### config.mk
export PLATFORM = sky130hd
export DESIGN_NAME = base_parity_scrub
export DESIGN_NICKNAME = d
export VERILOG_FILES = /design/src/rtl/base_parity_scrub_pkg.sv /design/src/rtl/base_parity_gen.sv /design/src/rtl/base_parity_scrub.sv
export SDC_FILE = /design/constraint.sdc
export NUM_CORES = 1
export LEC_CHECK = 0
export CORE_MARGIN = 2
export CORE_UTILIZATION = 45
export DETAILED_ROUTE_END_ITERATION = 6
export PLACE_DENSITY_LB_ADDON = 0.1
export SYNTH_ARGS = -nofsm -noshare
export SYNTH_HDL_FRONTEND = slang
export SYNTH_SLANG_ARGS = --single-unit
### constraint.sdc
create_clock -name clk -period 2.2 [get_ports clk]
set_input_delay 0.44 -clock clk [delete_from_list [all_inputs] [get_ports clk]]
set_output_delay 0.44 -clock clk [all_outputs]
set_load 0.02 [all_outputs]
### src/rtl/base_parity_scrub_pkg.sv
// Shared types for the background parity scrubber.
package base_parity_scrub_pkg;

  typedef enum logic [2:0] {
    IDLE  = 3'd0,
    REQ   = 3'd1,
    WAIT  = 3'd2,
    CHK   = 3'd3,
    GAP   = 3'd4,
    DRAIN = 3'd5
  } state_e;

endpackage

### src/rtl/base_parity_gen.sv
// Odd-parity generator per slice; bit 0 of each field is the MSB of the vector,
// and the last slice absorbs any remainder bits.
module base_parity_gen
  import base_parity_scrub_pkg::*;
#(
  parameter int dwidth = 64,
  parameter int pwidth = 8
) (
  input  logic [dwidth-1:0] data_i,
  output logic [pwidth-1:0] par_o
);

  localparam int wwidth = (dwidth + pwidth - 1) / pwidth;

  function automatic logic [pwidth-1:0] odd_parity(input logic [dwidth-1:0] d);
    logic [pwidth-1:0] acc;
    int s;
    acc = {pwidth{1'b1}};
    for (int j = 0; j < dwidth; j++) begin
      s = j / wwidth;
      if (s > pwidth - 1) begin
        s = pwidth - 1;
      end else begin
        s = s;
      end
      acc[pwidth-1-s] = acc[pwidth-1-s] ^ d[dwidth-1-j];
    end
    return acc;
  endfunction

  // Parity of the captured entry
  always_comb begin
    par_o = odd_parity(data_i);
  end

endmodule

### src/rtl/base_parity_scrub.sv
// Background scrubber: walks the array over a shared read port, re-checks
// stored parity and reports mismatches with a saturating count.
module base_parity_scrub
  import base_parity_scrub_pkg::*;
#(
  parameter int dwidth = 64,
  parameter int pwidth = 8,
  parameter int awidth = 10,
  parameter int depth  = 1024,
  parameter int cwidth = 16,
  parameter int gap    = 0
) (
  input  logic              clk,
  input  logic              reset,
  input  logic              i_start,
  input  logic              i_cont,
  input  logic              i_abort,
  output logic              o_rd_v,
  output logic [awidth-1:0] o_rd_addr,
  input  logic              i_rd_r,
  input  logic              i_rd_v,
  input  logic [dwidth-1:0] i_rd_d,
  input  logic [pwidth-1:0] i_rd_p,
  output logic              o_busy,
  output logic              o_done,
  output logic              o_err_v,
  output logic [awidth-1:0] o_err_addr,
  output logic [pwidth-1:0] o_err_syn,
  output logic [cwidth-1:0] o_err_cnt,
  input  logic              i_err_clr
);

  localparam int GW = (gap > 1) ? $clog2(gap) : 1;
  localparam logic [GW-1:0]     GAP_LAST  = GW'((gap > 0) ? gap - 1 : 0);
  localparam logic [awidth-1:0] ADDR_LAST = awidth'(depth - 1);
  localparam logic [cwidth-1:0] CNT_ONE   = {{(cwidth-1){1'b0}}, 1'b1};

  state_e            state_q, state_d;
  logic [awidth-1:0] addr_q, addr_d;
  logic [GW-1:0]     gcnt_q, gcnt_d;
  logic [dwidth-1:0] dat_q;
  logic [pwidth-1:0] par_q, gen_s, syn_s;
  logic              rd_v_q, busy_q, done_q, err_v_q;
  logic [awidth-1:0] err_addr_q;
  logic [pwidth-1:0] err_syn_q;
  logic [cwidth-1:0] cnt_q, cnt_d;
  logic              chk_s, last_s, err_s, done_s;

  base_parity_gen #(.dwidth(dwidth), .pwidth(pwidth)) u_gen (
    .data_i (dat_q),
    .par_o  (gen_s)
  );

  // State register, capture and registered outputs
  always_ff @(posedge clk) begin
    if (reset) begin
      state_q    <= IDLE;
      addr_q     <= '0;
      gcnt_q     <= '0;
      dat_q      <= '0;
      par_q      <= '0;
      rd_v_q     <= 1'b0;
      busy_q     <= 1'b0;
      done_q     <= 1'b0;
      err_v_q    <= 1'b0;
      err_addr_q <= '0;
      err_syn_q  <= '0;
      cnt_q      <= '0;
    end else begin
      state_q <= state_d;
      addr_q  <= addr_d;
      gcnt_q  <= gcnt_d;
      if (state_q == WAIT && i_rd_v) begin
        dat_q <= i_rd_d;
        par_q <= i_rd_p;
      end
      rd_v_q  <= (state_d == REQ);
      busy_q  <= (state_d != IDLE);
      done_q  <= done_s;
      err_v_q <= err_s;
      if (err_s) begin
        err_addr_q <= addr_q;
        err_syn_q  <= syn_s;
      end
      cnt_q <= cnt_d;
    end
  end

  // Next-state and address sequencing
  always_comb begin
    state_d = state_q;
    addr_d  = addr_q;
    gcnt_d  = gcnt_q;
    case (state_q)
      IDLE: begin
        if (i_start && !i_abort) begin
          state_d = REQ;
          addr_d  = '0;
        end else begin
          state_d = IDLE;
        end
      end
      REQ: begin
        if (i_abort)     state_d = IDLE;
        else if (i_rd_r) state_d = WAIT;
        else             state_d = REQ;
      end
      WAIT: begin
        // A return coinciding with abort is simply dropped; nothing left to drain.
        if (i_abort)     state_d = i_rd_v ? IDLE : DRAIN;
        else if (i_rd_v) state_d = CHK;
        else             state_d = WAIT;
      end
      CHK: begin
        gcnt_d = '0;
        if (last_s) addr_d = '0;
        else        addr_d = addr_q + 1'b1;
        if (i_abort || (last_s && !i_cont)) state_d = IDLE;
        else if (gap == 0)                  state_d = REQ;
        else                                state_d = GAP;
      end
      GAP: begin
        if (i_abort) begin
          state_d = IDLE;
        end else if (gcnt_q == GAP_LAST) begin
          state_d = REQ;
        end else begin
          state_d = GAP;
          gcnt_d  = gcnt_q + 1'b1;
        end
      end
      DRAIN: begin
        if (i_rd_v) state_d = IDLE;
        else        state_d = DRAIN;
      end
      default: state_d = IDLE;
    endcase
  end

  // Check results and saturating error count
  always_comb begin
    chk_s  = (state_q == CHK);
    last_s = (addr_q == ADDR_LAST);
    syn_s  = gen_s ^ par_q;
    err_s  = chk_s && (syn_s != '0);
    done_s = chk_s && last_s && !i_cont && !i_abort;
    if (i_err_clr)                            cnt_d = err_s ? CNT_ONE : '0;
    else if (err_s && (cnt_q != {cwidth{1'b1}})) cnt_d = cnt_q + 1'b1;
    else                                      cnt_d = cnt_q;
  end

  assign o_rd_v     = rd_v_q;
  assign o_rd_addr  = addr_q;
  assign o_busy     = busy_q;
  assign o_done     = done_q;
  assign o_err_v    = err_v_q;
  assign o_err_addr = err_addr_q;
  assign o_err_syn  = err_syn_q;
  assign o_err_cnt  = cnt_q;

endmodule

Word level (Yosys, flattened, before mapping)
Cells that the tools add are included.
- bits in registers: 124
- latch bits: 0
- bits in writable memories: 0
- ROM bits: 0
- input port bits: 80
- output and inout bits: 48
- logic and storage cells: 128
- memories kept: 0
- add/subtract/negate cells: 3
- multipliers: 0
- div/mod/pow operators: 0
- order comparisons: 0
- equal/unequal tests: 10
- shift-type cells: 0
- mux-type cells: 19
- bitwise logic cells: 65
- reductions and logical operators: 19
- operators by type and width (operator ; number):
    $xor 1x1->1 ; 56
    $mux 16 ; 2
    $mux 10 ; 2
    $pmux 10 s2 ; 1
    $pmux 3 s6 ; 1
    $add 16x1->16 const B ; 1
    $ne 16x16->1 const B ; 1
    $mux 3 ; 4
    $add 10x1->10 const B ; 1
    $eq 10x10->1 const B ; 1
    $logic_and 1x1->1 ; 8
    $not 1->1 ; 8
    $reduce_bool 8->1 ; 1
    $xor 8x8->8 ; 1
    $eq 3x1->1 const B ; 2
    $eq 3x2->1 const B ; 2
    $eq 3x3->1 const B ; 2
    $mux 1 ; 6
    $reduce_bool 2->1 ; 3
    $mux 2 ; 2
    $ne 2x2->1 const B ; 2
    $reduce_and 2->1 ; 2
    $logic_not 3->1 ; 1
    $reduce_bool 3->1 ; 1
    4 further kinds ; 5

Depth between registers and ports, before layout
Gate-level depths: netlist of run 1.
- depth after elaboration: 14
- mapped depth: 9
- gate-level depth less buffers: 8

Hierarchy
Synthesis of run 1 repeated with hierarchy kept, for this count alone.
- cells, all modules: 661
- area total of the unflattened synthesis: 5432.7 µm²
- by module, submodules not included (module ; instances ; cells each ; area each (µm²) ; sequential area each (µm²)):
    base_parity_scrub ; 1 ; 605 ; 4942.2 ; 2462.4
    base_parity_gen ; 1 ; 56 ; 490.5 ; 0.0

Least setup slack after synthesis of run 1
Ideal clock, no wire load.
- kind: flip-flop to flip-flop
- start: reg dat_q[3]
- end: reg err_addr_q[0], in the netlist o_err_addr[0]
- library setup time: 0.071 ns
- arrival: 2.231 ns
- data required time: 2.129 ns
- setup slack: -0.102 ns
- cell stages (with the launch flop): 10
- path buffers: 2
- clock period less this slack: 2.302 ns
- cell sequence: dfxtp_1 > xor2_1 > xnor3_1 > xnor2_1 > or4_4 > o21ai_4 > buf_6 > buf_12 > nand2_2 > a21oi_2
- cells in the longest elaborated chain, start to end: 7
- RTL lines (element ; line ; text):
    from (decl) ; base_parity_scrub.sv:41 ; logic [dwidth-1:0] dat_q;
    from (signal assigned) ; base_parity_scrub.sv:74 ; dat_q <= i_rd_d;
    $xor 1x1->1 (4 in a row) ; base_parity_gen.sv:26 ; acc[pwidth-1-s] = acc[pwidth-1-s] ^ d[dwidth-1-j];
    $xor 8x8->8 ; base_parity_scrub.sv:144 ; syn_s = gen_s ^ par_q;
    $reduce_bool 8->1 ; base_parity_scrub.sv:145 ; err_s = chk_s && (syn_s != '0);
    $logic_and 1x1->1 ; base_parity_scrub.sv:145 ;
    to (signal assigned) ; base_parity_scrub.sv:82 ; err_addr_q <= addr_q;
    to (decl) ; base_parity_scrub.sv:44 ; logic [awidth-1:0] err_addr_q;
Every way passes these cells.
A chain may end at the register's enable or synchronous reset.

Worst setup path in the final report of run 1
- start: reg dat_q[28]
- end: reg cnt_q[8], in the netlist o_err_cnt[8]
- cells in the longest elaborated chain, start to end: 10
- RTL lines (element ; line ; text):
    $xor 1x1->1 (5 in a row) ; base_parity_gen.sv:26 ;
    $xor 8x8->8 ; base_parity_scrub.sv:144 ;
    $reduce_bool 8->1 ; base_parity_scrub.sv:145 ;
    $logic_and 1x1->1 ; base_parity_scrub.sv:145 ;
    $logic_and 1x1->1 ; base_parity_scrub.sv:148 ; else if (err_s && (cnt_q != {cwidth{1'b1}})) cnt_d = cnt_q + 1'b1;
    $reduce_bool 2->1 (no line) ; n/a ;
    to (signal assigned) ; base_parity_scrub.sv:85 ; cnt_q <= cnt_d;
    to (decl) ; base_parity_scrub.sv:46 ; logic [cwidth-1:0] cnt_q, cnt_d;
Every way passes these cells.

==> impl_metrics.toml, run 1 <==
[setup_path]
worstPathMaxFanout = 5
start_kind = "flip-flop"
cp.arrival_ps = 2830
rrSetupSlack_ps = -330
regToRegEndpoint = "o_err_cnt[8]"
crit_type = "reg2reg"
worst_path_most_repeated_cell = "xnor2_2"
crit_end = "o_err_cnt[8]"
max_stage_delay_ps = 570
crit_path_top_delay_cell = "or4_4"
worstRegToRegCells = 9
r2r_start = "dat_q[28]"
required_ps = 2500
path_cells = "xnor2_2 -> xnor3_1 -> xnor2_2 -> or4_4 -> o21ai_4 -> buf_6 -> clkbuf_16 -> nor4_2 -> o21a_1"
crit_path_start = "dat_q[28]"
endpoint_kind = "flip-flop"

[pwr]
seq_power_share_pct = 42.6
power_mw = 5.288
power.share.combinational_pct = 5.5
vdd_drop_max_uv = 444.6
clock_power_share_pct = 51.9
power.density_mw_per_mm2 = 666.9
switchingPower_mw = 1.067
p_sw_share_pct = 20.18
p_leak_nw = 2.820
intPower_mw = 4.220

[floorplan]
dieArea_mm2 = 0.01318
die_y_um = 114.8
num_io_pins = 128
start_util_pct = 45.99
core_mm2 = 0.01201
die_w_um = 114.8
num_rows = 40

[timing]
slew_headroom_pct = 51.83
setup_viol = 35
post-route-period-util_pct = 114.9
fin_crit_ps = 2528
worst_pin_slew_ps = 722.5
worst_slack_ps = -327.5
hold_violations = 0
max_freq_ghz = 0.3956
fin_skew_ps = 7.091
rsz0062_at_grt = "true"
maxSlewViolCount = 0

[synthesis]
synth_top_area_cell = "dfxtp_1"
yosysTopAreaCellShare_pct = 44.58
syn_nets = 741
synthArstFlopShare_pct = 0
synth_ff_type = "dfxtp_1"
synth_area_leaders = "dfxtp_1, nand2_1, a21oi_1"
yosys.cell_types.count = 50
ys_ff_latch = 123
ys_seq_area_share_pct = 44.58
synth_area_mm2 = 0.005524
yosysWarnings = 0
syn_area_per_cell_um2 = 8.395
synth_enable_flop_cells = 0
syn_inst = 658

[placed_design]
placed_area_mm2 = 0.007018
dp_hpwl_um = 9495
placed_cells = 917
portBuffers = 127
place.gp.congestion = 0.8777

[worst_hold_path]
min_path_cells = 3
min_from = "reset"
hp-class = "in2reg"

[outcome]
violations = "negative setup slack"
status = "finished, violations left"

[clock_network]
clk_pin_slew_ps = 50
cts_buffers = 17
cts_tree = "built"
clock_sinks = 123
cts_max_level = 4
clk_path_buf_depth = 2
clock_latency_ps = 410
hold_buffers = 0
clockRootBuffer = "clkbuf_16"

[global_route]
grt_max_degree = 66
grt_pass1_vias = 4692
grt_pass1_wl_um = 22090
grt_antenna_before_repair = 1
grt_overflow = 0
grt_usage_pct = 21.16

[route]
dr.max_layer_used = "met5"
ant_nets = 0
first_pass_iters = 5
vias = 5052
wl_met3_um = 876
wl_met1_um = 6243
wl_per_cell_um = 15.06
wl_met2_um = 6972
drc = 0
vias_per_cell = 5.290
wl_um = 14390
dr.first_iter.drc_count = 350

[job]
drv_cap = 0

[layout]
design_area_mm2 = 0.007929
finalNetCount = 879
antennaDiodeCount = 0
layout_commonest_cell = "nand2_1"
synthToLayoutAreaGrowth_pct = 43.53
layout-drive-gt1-share_pct = 16.96
fin_cells = 955
final_cell_mix = "nand2_1, clkdlybuf4s50_1, dfxtp_1, a21oi_1, xnor2_1"
fin_util_pct = 66.01
stage by stage:
step                      setup WS (ps)  TNS (ps)  hold slack, ps
after floorplan                  -65.18     -1362           447.8
after global routing             -402.4    -10960           367.9
after global placement           -279.4     -8216           443.6
after CTS                        -260.1     -6744           329.6
after detailed placement         -331.0     -9092           451.7
final                            -327.5     -7578           342.8
flip-flops by register name (all words and copies together), names as in the netlist, 3 cells and up:
register	cells
o_err_cnt	16
o_err_syn	8
state_q	3
dat_q	64
o_err_addr	10
par_q	8
o_rd_addr	10
worst min path at each step:
stage | slack, ps | end
floorplan | 450 | dat_q[11]
global placement | 440 | o_err_syn[1]
finish | 340 | o_err_cnt[6]
global route | 370 | o_err_cnt[6]
detailed placement | 450 | o_err_syn[3]
CTS | 330 | o_err_cnt[6]
worst max-delay path, delay by kind of cell (launching register included):
kind,cells,cell delay [ps]
AOI/OAI and AO/OA,2,410
xor gates and xnor gates,3,760
and+or+nand+nor,2,620
buffers and inverters,2,310
DFF,1,330
cell type report:
cell class	instances	area [µm²]
sequential	123	2470
tap	147	183.9
fill	1020	4083
inverter	9	33.78
clock buffer	24	501.7
clock inverter	7	87.58
timing repair buffer	156	1614
multi-input combinational	489	3038
per-layer routing:
layer / track usage [%] / vias to the layer above
met5: 0 / -
met4: 8.273 / 2
met3: 6.168 / 23
met2: 34.40 / 167
met1: 26.68 / 2356
li1: - / 2504
cell families (layout without fill, tap and decap cells):
logic type	Yosys count	in the layout	share of synthesized area [%]
AND/OR/NAND/NOR	278	278	23.06
AO/OA/AOI/OAI	149	149	16.33
flip-flops	123	123	44.58
XOR/XNOR	56	56	10.87
buffers and inverters	46	196	3.919
adder cells (fa/ha/maj)	3	3	0.6796
multiplexers	3	3	0.5663
synthesized netlist by cell type (2+ instances only):
master / count
xnor3_1: 8
nand2b_1: 2
nand2_1: 174
or4_4: 2
nand3b_1: 2
dfxtp_1: 123
mux2i_1: 2
or4_1: 5
nor4_1: 4
nand4_1: 4
inv_1: 9
ha_1: 3
clkbuf_1: 33
buf_12: 2
nor2_1: 20
and2_1: 2
o31ai_1: 4
a21oi_2: 18
o21a_1: 4
or3_1: 7
and4_1: 2
xnor2_1: 32
o21ai_0: 14
xor2_1: 16
nor3_1: 5
and3_1: 11
nor3b_1: 7
nand2_2: 18
nand3_1: 10
a21oi_1: 94
o31a_1: 2
power by group through the flow:
stage / Clock (mW) / Combinational [mW] / Sequential, mW
after detailed placement: 0 / 0.285 / 2.30
final: 2.74 / 0.292 / 2.25
after global placement: 0 / 0.283 / 2.30
after global routing: 2.88 / 0.314 / 2.25
after CTS: 2.79 / 0.290 / 2.25
after floorplan: 0 / 0.0964 / 2.30
timing repair:
action                                  in CTS  in global routing
cloned                                       1                  3
endpoints found under the setup margin      35                 35
resized for setup                           12                 41
buffers inserted                             2                  5
pin swaps                                    2                 35
(Power assumes the default switching activity.)
==> run 2, diff against run 1 <==
TNS_END_PERCENT = 50   (was not set)
==> run 2 against run 1 <==
Effect of this change: the flow still finishes with violations (negative setup slack); hold slack barely moved; critical path depth fell by 1; first-iteration DRC count fell by 22%; clock power fell by 10%; maximum frequency rose by 2.4%; register-to-register slack improved by 60 ps; global-route usage fell by 0.84 points; via count fell by 1.9%.
==> impl_metrics.toml, run 2 (synthesized netlist as in run 1, its figures left out) <==
[route]
drc = 0
first_pass_iters = 4
wl_per_cell_um = 14.08
dr.first_iter.drc_count = 272
ant_nets = 0
vias_per_cell = 5.209
wl_um = 13390
vias = 4954

[setup_path]
r2r_start = "dat_q[3]"
crit_path_top_delay_cell = "or4_4"
path_cells = "xor2_1 -> xnor3_1 -> xnor2_2 -> or4_4 -> buf_4 -> o2111ai_2 -> nor3_1 -> a211oi_1"
endpoint_kind = "flip-flop"
worstRegToRegCells = 8
crit_path_start = "dat_q[3]"
max_stage_delay_ps = 580
path_buf_inv = 1
worstPathMaxFanout = 3
start_kind = "flip-flop"
cp.arrival_ps = 2780
required_ps = 2510
regToRegEndpoint = "o_err_cnt[14]"
critPathTopFamily = "XOR/XNOR gates"
crit_type = "reg2reg"
rrSetupSlack_ps = -270

[job]
drv_cap = 0

[clock_network]
clk_pin_slew_ps = 50
clock_latency_ps = 410
clk_path_buf_depth = 2
clockRootBuffer = "clkbuf_16"
hold_buffers = 0
cts_tree = "built"
clock_sinks = 123
cts_buffers = 17
cts_max_level = 4

[layout]
fin_cells = 951
synthToLayoutAreaGrowth_pct = 39.86
finalNetCount = 877
layout-drive-gt1-share_pct = 14.68
layout_commonest_cell = "nand2_1"
design_area_mm2 = 0.007726
largest_reg_flops = 64
top_register = "dat_q"
final_cell_mix = "nand2_1, clkdlybuf4s50_1, dfxtp_1, a21oi_1, xnor2_1"
antennaDiodeCount = 0

[global_route]
grt_pass1_vias = 4637
grt_pass1_wl_um = 21280
grt_overflow = 0
grt_max_degree = 65
grt_usage_pct = 20.31
grt_antenna_before_repair = 0

[timing]
max_freq_ghz = 0.4053
hold_violations = 0
worst_slack_ps = -267.4
slew_headroom_pct = 52.41
rsz0062_at_grt = "true"
post-route-period-util_pct = 112.2
worst_pin_slew_ps = 713.8
fin_crit_ps = 2467
whs_ps = 342.3
maxSlewViolCount = 0
setup_viol = 35
tns_ps = -7123
fin_skew_ps = 4.244

[floorplan]
dieArea_mm2 = 0.01318
num_rows = 40
die_y_um = 114.8
num_io_pins = 128
start_util_pct = 45.99
core_mm2 = 0.01201
die_w_um = 114.8

[placed_design]
place.gp.congestion = 0.8378
dp_hpwl_um = 9432
place_ws_ps = -316.3
placed_cells = 917
placed_area_mm2 = 0.007018
portBuffers = 127

[outcome]
violations = "negative setup slack"
status = "finished, violations left"

[pwr]
p_leak_nw = 2.737
vdd_drop_max_uv = 435.3
power.density_mw_per_mm2 = 648.2

[worst_hold_path]
min_from = "reset"
min_to = "o_err_cnt[6]"
hp-class = "in2reg"
min_path_cells = 3
[run 2: cell types whose count changed in the layout (fill, tap and decap cells not counted), moves of 3 or more]
cell and change:
buf_6 -3, buf_4 +3, xnor2_2 -3, clkbuf_1 +3
xnor2_1 +3
[run 2: metrics by stage]
stage / power (mW) / utilization (%)
2_1_floorplan: 2.396 / -
3_3_place_gp: 2.582 / 58.43
3_5_place_dp: 2.584 / 58.43
4_1_cts: 5.050 / 63.36
5_1_grt: 5.161 / 64.32
6_report: 5.008 / 64.32
[run 2: layer usage]
layer | GRT usage [%] | vias up | routed length [µm]
li1 | - | 2488 | -
met3 | 5.482 | 30 | 731
met4 | 10.36 | 0 | 389
met2 | 32.78 | 138 | 6367
met1 | 25.11 | 2298 | 5900
met5 | 0 | - | 0
[run 2: layout make-up]
cell class | instances | area, µm²
clock buffer | 27 | 513.0
clock inverter | 2 | 10.01
fill | 1016 | 4285
inverter | 9 | 33.78
multi-input combinational | 489 | 2953
sequential | 123 | 2470
tap | 147 | 183.9
timing repair buffer | 154 | 1563
[run 2: what timing repair did]
action | CTS | global route
endpoints found under the hold margin | 0 | 0
buffers inserted | 1 | 4
pin swaps | 10 | 4
endpoints found under the setup margin | 35 | 35
gates cloned | 0 | 1
gates resized for setup | 19 | 14
[run 2: worst max-delay path by stage]
| stage | endpoint | slack (ps) | cells after the start |
|---|---|---|---|
| floorplan | o_err_addr[0] | -70 | 9 |
| global placement | o_err_syn[3] | -280 | 8 |
| detailed placement | o_err_addr[2] | -320 | 9 |
| CTS | o_err_syn[4] | -240 | 9 |
| global route | o_err_cnt[14] | -400 | 8 |
| finish | o_err_cnt[14] | -270 | 8 |
[run 2: power breakdown]
| part | switching, mW | internal [mW] |
|---|---|---|
| Sequential | 0.00933 | 2.24 |
| Combinational | 0.114 | 0.179 |
| Clock | 0.897 | 1.56 |
| Total | 1.02 | 3.99 |
[run 2: worst reg2reg max path: stages (launching register included)]
cell and delay [ps]:
dfxtp_2 330, xor2_1 150, xnor3_1 460, xnor2_2 170, or4_4 580, buf_4 170
o2111ai_2 210, nor3_1 90, a211oi_1 210
==> run 3, diff against run 2 <==
CORE_MARGIN = 4   (was 2)
HOLD_SLACK_MARGIN = 0.02   (was not set)
==> run 3 against run 2 <==
Effect of this change: the flow still finishes with violations (negative setup slack); clock skew is 2.5 ps higher; utilization is 0.69 points higher; maximum frequency is 0.73% higher; final cell count is 0.32% lower; critical path depth is 1 higher; die area is 7.1% higher; largest cell class unchanged; largest power group unchanged.
==> impl_metrics.toml, run 3 (synthesized netlist as in run 1, its figures left out) <==
[outcome]
status = "finished, violations left"
violations = "negative setup slack"

[layout]
final_cell_mix = "nand2_1, clkdlybuf4s50_1, dfxtp_1, a21oi_1, xnor2_1"
layout-drive-gt1-share_pct = 15.36
nFillCells = 1012
largest_reg_flops = 64
antennaDiodeCount = 0
top_register = "dat_q"
layout_commonest_cell = "nand2_1"
finalNetCount = 875
synthToLayoutAreaGrowth_pct = 41.36

[floorplan]
dieArea_mm2 = 0.01411
core_mm2 = 0.01201
die_y_um = 118.8
die_w_um = 118.8
num_io_pins = 128
num_rows = 40
start_util_pct = 45.99

[placed_design]
dp_hpwl_um = 9786
portBuffers = 127
place_ws_ps = -328.5
place.gp.congestion = 0.9052

[clock_network]
hold_buffers = 0
clockRootBuffer = "clkbuf_16"
cts_buffers = 17
clock_latency_ps = 420
clk_pin_slew_ps = 50
cts_tree = "built"
cts_max_level = 4
clk_path_buf_depth = 2
clock_sinks = 123

[route]
dr.first_iter.drc_count = 357
wl_um = 13890
wl_per_cell_um = 14.66
vias_per_cell = 5.237
drc = 0
first_pass_iters = 4
vias = 4965
ant_nets = 0

[timing]
whs_ps = 328.4
worst_pin_slew_ps = 698.8
maxSlewViolCount = 0
fin_skew_ps = 6.724
fin_crit_ps = 2449
max_freq_ghz = 0.4082
hold_violations = 0
rsz0062_at_grt = "true"
worst_slack_ps = -249.5
setup_viol = 35
slew_headroom_pct = 53.41
tns_ps = -7084
post-route-period-util_pct = 111.3

[setup_path]
crit_path_start = "dat_q[5]"
required_ps = 2550
endpoint_kind = "flip-flop"
rrSetupSlack_ps = -250
cp.arrival_ps = 2800
worstPathMaxFanout = 8
crit_type = "reg2reg"
start_kind = "flip-flop"
r2r_start = "dat_q[5]"

[worst_hold_path]
min_from = "reset"
hp-class = "in2reg"

[pwr]
vdd_drop_max_uv = 455.2
power.density_mw_per_mm2 = 664.9
power_mw = 5.192
p_leak_nw = 2.745

[global_route]
grt_pass1_wl_um = 23070
grt_antenna_before_repair = 0
grt_overflow = 0
grt_usage_pct = 20.01
grt_max_degree = 66
grt_pass1_vias = 4984

[job]
drv_cap = 0
## run 3: changes by cell type in the layout (fill, tap and decap cells not counted), moves of 2 or more
| cell | before | now |
|---|---|---|
| xnor2_1 | 24 | 22 |
| dfxtp_2 | 6 | 12 |
| clkinv_2 | 2 | 0 |
| clkbuf_1 | 5 | 3 |
| nand2_2 | 17 | 9 |
| nand2_4 | 2 | 10 |
| clkbuf_8 | 5 | 7 |
| dfxtp_1 | 117 | 111 |
| buf_6 | 3 | 1 |
| xnor2_2 | 8 | 10 |
## run 3: final timing paths
path | to | cells after the start
worst max register to register | o_err_addr[6] | 9
worst min-delay path | o_err_cnt[6] | 3
worst min register to register | o_err_syn[4] | 2
worst max-delay path | o_err_addr[6] | 9
## run 3: through the flow
step                      util (%)  cells  instance area, µm²
after floorplan                  -    658                5524
after global placement       58.43    917                7018
after detailed placement     58.43    917                7018
after CTS                    64.26    948                7719
after global routing         65.01    948                7809
final                        65.01    948                7809
## run 3: where the power goes
part / total, mW / internal (mW) / switching (mW)
sequential: 2.25 / 2.24 / 0.00970
clock: 2.65 / 1.74 / 0.911
combinational: 0.291 / 0.178 / 0.114
## run 3: timing repair
action / in CTS / in global routing
buffers inserted: 2 / 0
gates cloned: 1 / 0
resized for setup: 22 / 23
pin swaps: 10 / 13
setup endpoints to repair: 35 / 38
## run 3: worst max-delay path: stages, from the launching register on
cell and delay (ps):
dfxtp_2 330, xnor2_2 140, xnor3_1 460, xnor2_2 160
or4_4 580, o21ai_4 240, buf_12 150, buf_12 140
nand2_4 50, a21oi_2 130
## run 3: area by class of cell
class	instances	area [µm²]	area share [%]
Multi-Input combinational cell	489	2995	38.36
Sequential cell	123	2477	31.73
Timing Repair Buffer	152	1555	19.92
Clock buffer	27	533.0	6.826
Tap cell	147	183.9	2.355
Inverter	9	33.78	0.4326
Clock inverter	1	30.03	0.3846
## run 3: routing by layer
layer  GRT usage [%]  up-vias  wire (µm)
met3           6.268       22        883
met5               0        -          0
met4           7.676        0        261
met1           23.65     2318       5895
li1                -     2489          -
met2           33.89      136       6853
